==> config.mk <==
export PLATFORM = sky130hd
export DESIGN_NAME = dcache_tl_d_arbiter
export DESIGN_NICKNAME = d
export VERILOG_FILES = /design/src/rtl/dcache_tl_pkg.sv /design/src/rtl/dcache_rr_pick.sv /design/src/rtl/dcache_tl_d_arbiter.sv
export SDC_FILE = /design/constraint.sdc
export NUM_CORES = 1
export LEC_CHECK = 0
export CAP_MARGIN = 20
export CORE_ASPECT_RATIO = 0.75
export CORE_MARGIN = 2
export CORE_UTILIZATION = 36
export CTS_BUF_LIST = sky130_fd_sc_hd__clkbuf_4 sky130_fd_sc_hd__clkbuf_8 sky130_fd_sc_hd__clkbuf_16
export DETAILED_ROUTE_END_ITERATION = 7
export PLACE_DENSITY = 0.95
export SYNTH_ARGS = -nofsm -noshare
export SYNTH_HDL_FRONTEND = slang
export SYNTH_SLANG_ARGS = --single-unit
==> constraint.sdc <==
create_clock -name clock -period 8.9 [get_ports clock]
set_clock_uncertainty 0.1 [all_clocks]
set_input_delay 1.78 -clock clock [delete_from_list [all_inputs] [get_ports clock]]
set_output_delay 1.78 -clock clock [all_outputs]
set_load 0.01 [all_outputs]
==> src/rtl/dcache_tl_pkg.sv <==
`default_nettype none
// ==========================================================================
// dcache_tl_pkg : TileLink D-channel opcodes and beat-count helpers. Rev 1.0
// ==========================================================================
package dcache_tl_pkg;

  localparam logic [2:0] D_ACCESS_ACK      = 3'd0;
  localparam logic [2:0] D_ACCESS_ACK_DATA = 3'd1;
  localparam logic [2:0] D_HINT_ACK        = 3'd2;
  localparam logic [2:0] D_GRANT           = 3'd4;
  localparam logic [2:0] D_GRANT_DATA      = 3'd5;
  localparam logic [2:0] D_RELEASE_ACK     = 3'd6;

  typedef enum logic {
    ARB_IDLE  = 1'b0,
    ARB_BURST = 1'b1
  } arb_state_e;

  function automatic logic has_data(input logic [2:0] opcode);
    return (opcode == D_ACCESS_ACK_DATA) || (opcode == D_GRANT_DATA);
  endfunction

  // Only data-carrying messages larger than one beat span several beats.
  function automatic logic [31:0] beats_of(input logic [2:0]  opcode,
                                           input int unsigned size,
                                           input int unsigned beat_bytes);
    int unsigned lg;
    lg = $clog2(beat_bytes);
    if (has_data(opcode) && (size > lg)) begin
      return 32'd1 << (size - lg);
    end
    return 32'd1;
  endfunction

endpackage
`default_nettype wire

==> src/rtl/dcache_rr_pick.sv <==
`default_nettype none
// ==========================================================================
// dcache_rr_pick : rotate-priority encoder, first valid at or after ptr_i. Rev 1.0
// ==========================================================================
module dcache_rr_pick #(
  parameter int N  = 2,
  parameter int IW = (N > 1) ? $clog2(N) : 1
) (
  input  logic [N-1:0]  valid_i,
  input  logic [IW-1:0] ptr_i,
  output logic [IW-1:0] idx_o,
  output logic          any_o
);

  int          c;
  logic [IW-1:0] cand;

  // Scan from the farthest offset down so the nearest valid entry wins last.
  always_comb begin
    idx_o = '0;
    c     = 0;
    cand  = '0;
    for (int k = N - 1; k >= 0; k--) begin
      c = int'(ptr_i) + k;
      if (c >= N) begin
        c = c - N;
      end
      cand = IW'(c);
      if (valid_i[cand]) begin
        idx_o = cand;
      end
    end
  end

  assign any_o = |valid_i;

endmodule
`default_nettype wire

==> src/rtl/dcache_tl_d_arbiter.sv <==
`default_nettype none
// ==========================================================================
// dcache_tl_d_arbiter : round-robin TileLink D arbiter, burst-locked grant. Rev 1.0
// ==========================================================================
module dcache_tl_d_arbiter
  import dcache_tl_pkg::*;
#(
  parameter int NUM_IN   = 2,
  parameter int DATA_W   = 32,
  parameter int SIZE_W   = 3,
  parameter int SOURCE_W = 2,
  parameter int USER_W   = 4,
  parameter int CNT_W    = 6,
  localparam int SEL_W   = (NUM_IN > 1) ? $clog2(NUM_IN) : 1
) (
  input  logic                       clock,
  input  logic                       reset_n,
  input  logic [NUM_IN-1:0]          in_valid,
  output logic [NUM_IN-1:0]          in_ready,
  input  logic [NUM_IN*3-1:0]        in_opcode,
  input  logic [NUM_IN*SIZE_W-1:0]   in_size,
  input  logic [NUM_IN*SOURCE_W-1:0] in_source,
  input  logic [NUM_IN-1:0]          in_denied,
  input  logic [NUM_IN-1:0]          in_corrupt,
  input  logic [NUM_IN*USER_W-1:0]   in_user,
  input  logic [NUM_IN*DATA_W-1:0]   in_data,
  output logic                       out_valid,
  input  logic                       out_ready,
  output logic [2:0]                 out_opcode,
  output logic [SIZE_W-1:0]          out_size,
  output logic [SOURCE_W-1:0]        out_source,
  output logic                       out_denied,
  output logic                       out_corrupt,
  output logic [USER_W-1:0]          out_user,
  output logic [DATA_W-1:0]          out_data,
  output logic [SEL_W-1:0]           out_sel,
  output logic                       proto_err
);

  localparam int BEAT_BYTES = DATA_W / 8;

  arb_state_e          state_q, state_d;
  logic [SEL_W-1:0]    rr_ptr_q, rr_ptr_d;
  logic [SEL_W-1:0]    lock_idx_q, lock_idx_d;
  logic [CNT_W-1:0]    remaining_q, remaining_d;
  logic [2:0]          lock_opcode_q, lock_opcode_d;
  logic [SIZE_W-1:0]   lock_size_q, lock_size_d;
  logic                proto_err_q, proto_err_d;

  logic [SEL_W-1:0]    win_idx;
  logic                win_any;
  logic [SEL_W-1:0]    sel;
  logic [2:0]          cur_opcode;
  logic [SIZE_W-1:0]   cur_size;
  logic [31:0]         beats;
  logic                fire;

  function automatic logic [SEL_W-1:0] next_idx(input logic [SEL_W-1:0] i);
    return (int'(i) == NUM_IN - 1) ? '0 : i + 1'b1;
  endfunction

  dcache_rr_pick #(
    .N  (NUM_IN),
    .IW (SEL_W)
  ) u_pick (
    .valid_i (in_valid),
    .ptr_i   (rr_ptr_q),
    .idx_o   (win_idx),
    .any_o   (win_any)
  );

  assign sel        = (state_q == ARB_BURST) ? lock_idx_q : win_idx;
  assign cur_opcode = in_opcode[sel*3 +: 3];
  assign cur_size   = in_size[sel*SIZE_W +: SIZE_W];
  assign beats      = beats_of(cur_opcode, int'(cur_size), BEAT_BYTES);

  assign out_opcode  = cur_opcode;
  assign out_size    = cur_size;
  assign out_source  = in_source[sel*SOURCE_W +: SOURCE_W];
  assign out_denied  = in_denied[sel];
  assign out_corrupt = in_corrupt[sel];
  assign out_user    = in_user[sel*USER_W +: USER_W];
  assign out_data    = in_data[sel*DATA_W +: DATA_W];
  assign out_sel     = sel;
  assign proto_err   = proto_err_q;

  // Handshakes are gated by reset_n so nothing is offered while reset is held.
  assign out_valid = reset_n &&
                     ((state_q == ARB_BURST) ? in_valid[lock_idx_q] : win_any);
  assign fire      = out_valid && out_ready;

  always_comb begin
    in_ready = '0;
    if (reset_n && ((state_q == ARB_BURST) || win_any)) begin
      in_ready[sel] = out_ready;
    end
  end

  always_comb begin
    state_d       = state_q;
    rr_ptr_d      = rr_ptr_q;
    lock_idx_d    = lock_idx_q;
    remaining_d   = remaining_q;
    lock_opcode_d = lock_opcode_q;
    lock_size_d   = lock_size_q;
    proto_err_d   = proto_err_q;
    case (state_q)
      ARB_IDLE: begin
        if (fire) begin
          if (beats == 32'd1) begin
            rr_ptr_d = next_idx(win_idx);
          end else begin
            state_d       = ARB_BURST;
            lock_idx_d    = win_idx;
            remaining_d   = CNT_W'(beats - 32'd1);
            lock_opcode_d = cur_opcode;
            lock_size_d   = cur_size;
          end
        end
      end
      ARB_BURST: begin
        if (fire) begin
          remaining_d = remaining_q - 1'b1;
          // Every beat of a burst must repeat the first beat's header.
          if ((cur_opcode != lock_opcode_q) || (cur_size != lock_size_q)) begin
            proto_err_d = 1'b1;
          end
          if (remaining_q == CNT_W'(1)) begin
            state_d  = ARB_IDLE;
            rr_ptr_d = next_idx(lock_idx_q);
          end
        end
      end
      default: begin
        state_d = ARB_IDLE;
      end
    endcase
  end

  always_ff @(posedge clock or negedge reset_n) begin
    if (!reset_n) begin
      state_q       <= ARB_IDLE;
      rr_ptr_q      <= '0;
      lock_idx_q    <= '0;
      remaining_q   <= '0;
      lock_opcode_q <= '0;
      lock_size_q   <= '0;
      proto_err_q   <= 1'b0;
    end else begin
      state_q       <= state_d;
      rr_ptr_q      <= rr_ptr_d;
      lock_idx_q    <= lock_idx_d;
      remaining_q   <= remaining_d;
      lock_opcode_q <= lock_opcode_d;
      lock_size_q   <= lock_size_d;
      proto_err_q   <= proto_err_d;
    end
  end

endmodule
`default_nettype wire

==> impl_metrics.env, run 1 <==
export IMPL_final_util=0.6913
export IMPL_rsz0062_at_grt="false"
export IMPL_via_per_inst=5.197
export IMPL_numPortBuffers=147
export IMPL_slew_headroom=0.5392
export IMPL_core_mm2=0.004900
export IMPL_rrSetupSlack_ps=4070
export IMPL_peakVddDrop_mv=0.1366
export IMPL_cts_htree_levels=1
export IMPL_r2r_end="remaining_q[2]"
export IMPL_syn_to_final_growth_pct=84.28
export IMPL_ys_types=49
export IMPL_worstPathRequired_ps=7020
export IMPL_fin_cells=487
export IMPL_die_y_um=65.88
export IMPL_dp_cells=483
export IMPL_place_hpwl_um=6039
export IMPL_worstMarginPinSlew_ps=691.2
export IMPL_ys_seq_area_frac=0.2178
export IMPL_slew_violations=0
export IMPL_hold_viol=0
export IMPL_start_kind="input pin"
export IMPL_cellPowerDensity_mw_per_mm2=266.4
export IMPL_vias=2531
export IMPL_grtUsageTotal=0.2560
export IMPL_grt_pass1_wl_um=11670
export IMPL_final_nets=530
export IMPL_grt_max_degree=56
export IMPL_critPathMaxFanout=55
export IMPL_wl_per_cell_um=15.76
export IMPL_synth_top_flop_cell="dfrtp_1"
export IMPL_ctsHoldBuffers=0
export IMPL_seq_area_um2=400.4
export IMPL_drt_initial_drc_count=256
export IMPL_numClockSinks=16
export IMPL_async_flop_share=1.000
export IMPL_dieArea_mm2=0.005699
export IMPL_ios=148
export IMPL_initial_core_util=0.3751
export IMPL_gp_congestion=0.9252
export IMPL_nFillCells=377
export IMPL_fin_crit_sh=0.7048
export IMPL_synth_enable_flop_cells=0
export IMPL_cpMaxStageDelayCell="buf_4"
export IMPL_ys_warn_count=0
export IMPL_worst_path_stages=8
export IMPL_whs_path_depth=1
export IMPL_finalSetupViolations=0
export IMPL_clockBufferDepth=2
export IMPL_crit_family="buffers and inverters"
export IMPL_multiInputGateArea_mm2=0.001319
export IMPL_drt_first_pass_iters=5
export IMPL_path_class="input pin to output pin"
export IMPL_postCtsSetupBuffers=0
export IMPL_hp_class="flip-flop to flip-flop"
export IMPL_synth_seq_cells=16
export IMPL_root_buffer="clkbuf_8"
export IMPL_hp_start="rr_ptr_q"
export IMPL_cts_clk_slew_worst_paths_ps=70
export IMPL_crit_buf_inv=5
export IMPL_stdcell_area_mm2=0.003387
export IMPL_numCtsBuffers=3
export IMPL_grt_pass1_vias=2378
export IMPL_max_stage_delay_ps=490
export IMPL_min_to="rr_ptr_q"
export IMPL_grt_overflow=0
export IMPL_cts_tree="done"
export IMPL_drtAntennaViolNets=0
export IMPL_fmax_ghz=0.1594
export IMPL_drc=0
export IMPL_synthCells=288
export IMPL_drv_cap=0
export IMPL_synth_avg_cell_area_um2=6.382
export IMPL_holdWs_ps=410.2
export IMPL_syn_cell_area_mm2=0.001838
export IMPL_rows=22
export IMPL_ctsResizeCount=0
export IMPL_leakagePower_nw=1.554
export IMPL_antenna_found_initial=0
export IMPL_syn_num_nets=390
export IMPL_post_dp_cell_area_mm2=0.003332
export IMPL_worstSkewPairLatency_ps=250
export IMPL_cp_end_kind="output pin"
export IMPL_timing_critical_path_cells="clkdlybuf4s50_1 > nor2b_2 > a22oi_4 > buf_4 > inv_4 > mux2i_1 > inv_1 > clkdlybuf4s50_1"
export IMPL_cp_common_cell="clkdlybuf4s50_1"
export IMPL_n_antenna_cell=0
export IMPL_finalSetupTns_ps=0
export IMPL_r2r_worst_path_cells=16
export IMPL_rr_startpoint="state_q"
export IMPL_worstPathArrival_ps=4390
export IMPL_drive_gt1_frac=0.04918
export IMPL_status="complete, no violations"
export IMPL_dieWidth_um=86.51
export IMPL_post_route_min_period_ps=6273
export IMPL_wl_um=7677
==> cells in the mapped netlist (all sizes together) (2+ instances only) <==
cell      n  area share
o21ai     8       0.022
and3      3       0.010
xnor2     2      0.0095
nor2b     3       0.012
o211ai    3       0.022
o221ai    2      0.0095
nand2   137        0.28
xor2      6       0.029
nor3b     3       0.018
clkbuf   10       0.020
nor3      2      0.0054
a31oi     2      0.0068
o22ai     2      0.0068
nand3     7       0.019
dfrtp    16        0.22
ha        5       0.034
a21oi    10       0.027
nand4     3       0.010
nor4      2      0.0068
buf       4       0.016
mux2      6       0.039
or3       2      0.0068
mux2i     4       0.022
inv      13       0.028
nor2     15       0.031
nand2b    2      0.0068
==> cell usage in the layout, fill, tap and decap left out, types with 2 or more instances in the layout <==
cell             instances
clkdlybuf4s50_1        147
nand2_1                137
dfrtp_1                 16
nor2_1                  15
inv_1                   12
a21oi_1                 10
o21ai_0                  8
nand3_1                  7
xor2_1                   6
mux2_2                   5
ha_1                     5
mux2i_1                  4
clkbuf_8                 4
and3_1                   3
nand4_1                  3
nand2b_1                 2
nor3b_2                  2
nor2b_1                  2
nor3_1                   2
a31oi_1                  2
or3_1                    2
o22ai_1                  2
xnor2_1                  2
o221ai_1                 2
nor4_1                   2
buf_4                    2
==> through the flow <==
step           setup slack, ps  power [mW]
6_report                  2627      0.9025
3_3_place_gp              2719      0.8130
5_1_grt                   2409      0.9743
4_1_cts                   2641      0.9019
2_1_floorplan             4040      0.5060
3_5_place_dp              2616      0.8318
==> worst max path at each step <==
stage                     end         from  slack [ps]
2_1_floorplan     out_data[0]  in_valid[1]        4040
3_3_place_gp      out_size[2]  in_valid[1]        2720
3_5_place_dp   remaining_q[2]  in_valid[1]        2620
4_1_cts           out_size[2]  in_valid[1]        2640
5_1_grt        remaining_q[2]  in_valid[1]        2410
6_report          out_size[2]  in_valid[1]        2630
==> layout make-up <==
class | instances | share of cell area
clock buffers | 4 | 0.01625
inverters | 13 | 0.01515
multi-input cells | 245 | 0.3894
flip-flops and latches | 16 | 0.1182
well taps | 60 | 0.02216
repair buffers | 149 | 0.4389
==> registers in the layout (all words and copies together), names as in the netlist <==
signal / count
proto_err: 1
lock_opcode_q: 3
lock_size_q: 3
remaining_q: 6
state_q: 1
rr_ptr_q: 1
lock_idx_q: 1
==> cell families after synthesis <==
kind of cell	synth area share
xor+xnor	0.03812
simple gates	0.4180
buf+inv	0.06467
fa+ha+maj	0.03404
flops	0.2178
compound gates	0.1668
mux	0.06058
==> report_power, final <==
| part | switching [mW] | internal (mW) | total (mW) | leakage, nW |
|---|---|---|---|---|
| Combinational | 0.357 | 0.341 | 0.698 | 1.34 |
| Sequential | 0.0374 | 0.103 | 0.141 | 0.188 |
| Clock | 0.0248 | 0.0392 | 0.0640 | 0.0288 |
| Total | 0.419 | 0.484 | 0.902 | 1.55 |
==> routing by layer <==
layer	wire length, um	GRT usage	vias to the layer above
li1	-	-	1236
met1	3180	0.3349	1147
met2	3692	0.4394	140
met3	695	0.05618	8
met4	109	0.04297	0
met5	0	0	-
(Power assumes the default switching activity.)
==> run 2: changes to the inputs <==
- CORE_UTILIZATION: 36 -> 30
- PLACE_DENSITY: 0.95 -> 0.87
- clock period: 8.9 -> 5.1 ns (I/O delays scaled with it)
==> run 2 against run 1 <==
  * Cell count increased by 4.7%
  * Total power grew 78%
  * Final area rose by 1.8%
  * Setup slack worse by 2300 ps
  * First-iteration DRC count fell by 14%
  * Sequential share of layout area decreased by 0.21 points
  * Sequential power rose by 72%
  * Die area grew 19%
  * Global-route usage shrank 4.2 points
  * Non-clock buffer count increased by 5
  * Wire length decreased by 1.1%
  * Combinational power is 78% higher
  * Critical path type is now input pin to flip-flop
  * Largest power group unchanged
  * Highest routed layer unchanged
==> impl_metrics.env, run 2 (synthesis gave the netlist of run 1 again) <==
export IMPL_status="complete, no violations"
export IMPL_dp_cells=506
export IMPL_ctsHoldBuffers=0
export IMPL_fin_cells=510
export IMPL_cp_end_kind="flip-flop"
export IMPL_numClockSinks=16
export IMPL_finalPower_mw=1.604
export IMPL_final_cell_mix="147 x clkdlybuf4s50_1, 137 x nand2_1, 16 x dfrtp_1"
export IMPL_r2r_worst_path_cells=17
export IMPL_final_nets=535
export IMPL_max_stage_delay_ps=530
export IMPL_worst_path_stages=18
export IMPL_grtUsageTotal=0.2145
export IMPL_drtAntennaViolNets=0
export IMPL_fin_crit_sh=0.9261
export IMPL_cts_htree_levels=1
export IMPL_rrSetupSlack_ps=990
export IMPL_clockBufferDepth=2
export IMPL_wl_um=7594
export IMPL_regMostFlops="remaining_q"
export IMPL_antenna_found_initial=0
export IMPL_ctsResizeCount=0
export IMPL_worstPathRequired_ps=5150
export IMPL_post_route_min_period_ps=4723
export IMPL_vias=2533
export IMPL_holdWs_ps=415.1
export IMPL_cts_tree="done"
export IMPL_slew_violations=0
export IMPL_worstSetupEndpoint="remaining_q[2]"
export IMPL_rows=24
export IMPL_numPortBuffers=147
export IMPL_grt_max_degree=55
export IMPL_cp_common_cell="nor2_1"
export IMPL_hold_viol=0
export IMPL_peakVddDrop_mv=0.1918
export IMPL_postCtsSetupBuffers=0
export IMPL_hp_class="flip-flop to flip-flop"
export IMPL_grt_overflow=0
export IMPL_leakagePower_nw=1.578
export IMPL_worstPathArrival_ps=4780
export IMPL_critPathMaxFanout=12
export IMPL_drive_gt1_frac=0.06019
export IMPL_rr_startpoint="state_q"
export IMPL_finalSetupTns_ps=0
export IMPL_crit_buf_inv=3
export IMPL_ios=148
export IMPL_largest_reg_flops=6
export IMPL_syn_to_final_growth_pct=87.54
export IMPL_cpMaxStageDelayCell="clkdlybuf4s50_1"
export IMPL_dieArea_mm2=0.006775
export IMPL_place_hpwl_um=6005
export IMPL_wl_per_cell_um=14.89
export IMPL_finalSetupViolations=0
export IMPL_cellPowerDensity_mw_per_mm2=465.3
export IMPL_root_buffer="clkbuf_8"
export IMPL_drt_initial_drc_count=220
export IMPL_core_mm2=0.005856
export IMPL_gp_congestion=0.9229
export IMPL_rsz0062_at_grt="false"
export IMPL_r2r_end="remaining_q[2]"
export IMPL_timing_critical_path_cells="clkdlybuf4s50_1 > nor2b_2 > a22oi_4 > buf_4 > nor2_1 > a21o_1 > inv_1 > ha_1 > nor3b_2 > o31a_1 > mux2i_1 > nor2_1 > a311oi_2 > ha_1 > nor2b_1 > a31oi_1 > nor2_1 > a221oi_1"
export IMPL_fmax_ghz=0.2117
export IMPL_worstSkewPairLatency_ps=260
export IMPL_start_kind="input pin"
export IMPL_cts_clk_slew_worst_paths_ps=80
export IMPL_worstMarginPinSlew_ps=665.1
export IMPL_initial_core_util=0.3139
export IMPL_drt_first_pass_iters=4
export IMPL_nFillCells=508
export IMPL_grt_pass1_wl_um=11650
export IMPL_critical_path_startpoint="in_valid[1]"
export IMPL_dieWidth_um=94.38
export IMPL_grt_pass1_vias=2339
export IMPL_final_common_cell="clkdlybuf4s50_1"
export IMPL_drc=0
export IMPL_path_class="input pin to flip-flop"
export IMPL_drv_cap=0
export IMPL_numCtsBuffers=3
export IMPL_crit_family="compound AO/OA/AOI/OAI gates"
export IMPL_via_per_inst=4.967
export IMPL_top_regs="remaining_q x6, lock_opcode_q x3, lock_size_q x3"
export IMPL_final_util=0.5887
export IMPL_n_antenna_cell=0
export IMPL_slew_headroom=0.5566
export IMPL_die_y_um=71.79
==> run 2: changes by cell type in the layout (fill, tap and decap cells not counted) <==
cell	delta
buf_4	+5
==> run 2: how the worst min path moves through the flow <==
stage                      from               end  cells past startpoint
6_report               rr_ptr_q          rr_ptr_q                      1
2_1_floorplan          rr_ptr_q          rr_ptr_q                      1
3_5_place_dp           rr_ptr_q          rr_ptr_q                      1
4_1_cts                rr_ptr_q          rr_ptr_q                      1
3_3_place_gp           rr_ptr_q          rr_ptr_q                      1
5_1_grt        lock_opcode_q[0]  lock_opcode_q[0]                      1
==> run 2: layout make-up <==
type / count / area, um2 / share of cell area
Sequential cell: 16 / 400.4 / 0.1162
Inverter: 13 / 51.30 / 0.01488
Clock buffer: 4 / 55.05 / 0.01597
Multi-Input combinational cell: 245 / 1319 / 0.3826
Timing Repair Buffer: 154 / 1524 / 0.4421
Tap cell: 78 / 97.59 / 0.02831
==> run 2: worst register-to-register path, cell delays in order, from the launching register on <==
cell	delay [ps]
dfrtp_1	630
nor2b_2	260
a22oi_4	100
buf_4	220
nor2_1	90
a21o_1	110
inv_1	70
ha_1	240
nor3b_2	280
o31a_1	260
mux2i_1	110
nor2_1	240
a311oi_2	100
ha_1	260
nor2b_1	150
a31oi_1	500
nor2_1	80
a221oi_1	210
==> run 2: metal layers <==
metal / part of all wire / wire length [um] / vias to the layer above / GRT usage
li1: - / - / 1244 / -
met2: 0.47 / 3581 / 134 / 0.3659
met1: 0.40 / 3069 / 1143 / 0.2699
met4: 0.014 / 109 / 0 / 0.03543
met3: 0.11 / 833 / 12 / 0.07045
met5: 0 / 0 / - / 0
==> run 2: stage by stage <==
step / cell area (um2) / setup slack, ps
final: 3447 / 377.0
after global routing: 3447 / 49.11
after CTS: 3447 / 370.7
after detailed placement: 3392 / 176.6
after global placement: 3392 / 341.3
after floorplan: 1838 / 1074
==> run 2: power breakdown <==
part | switching (mW) | internal (mW) | total [mW] | leakage (nW)
clock | 0.0500 | 0.0686 | 0.119 | 0.0288
combinational | 0.625 | 0.618 | 1.24 | 1.36
sequential | 0.0623 | 0.180 | 0.243 | 0.188
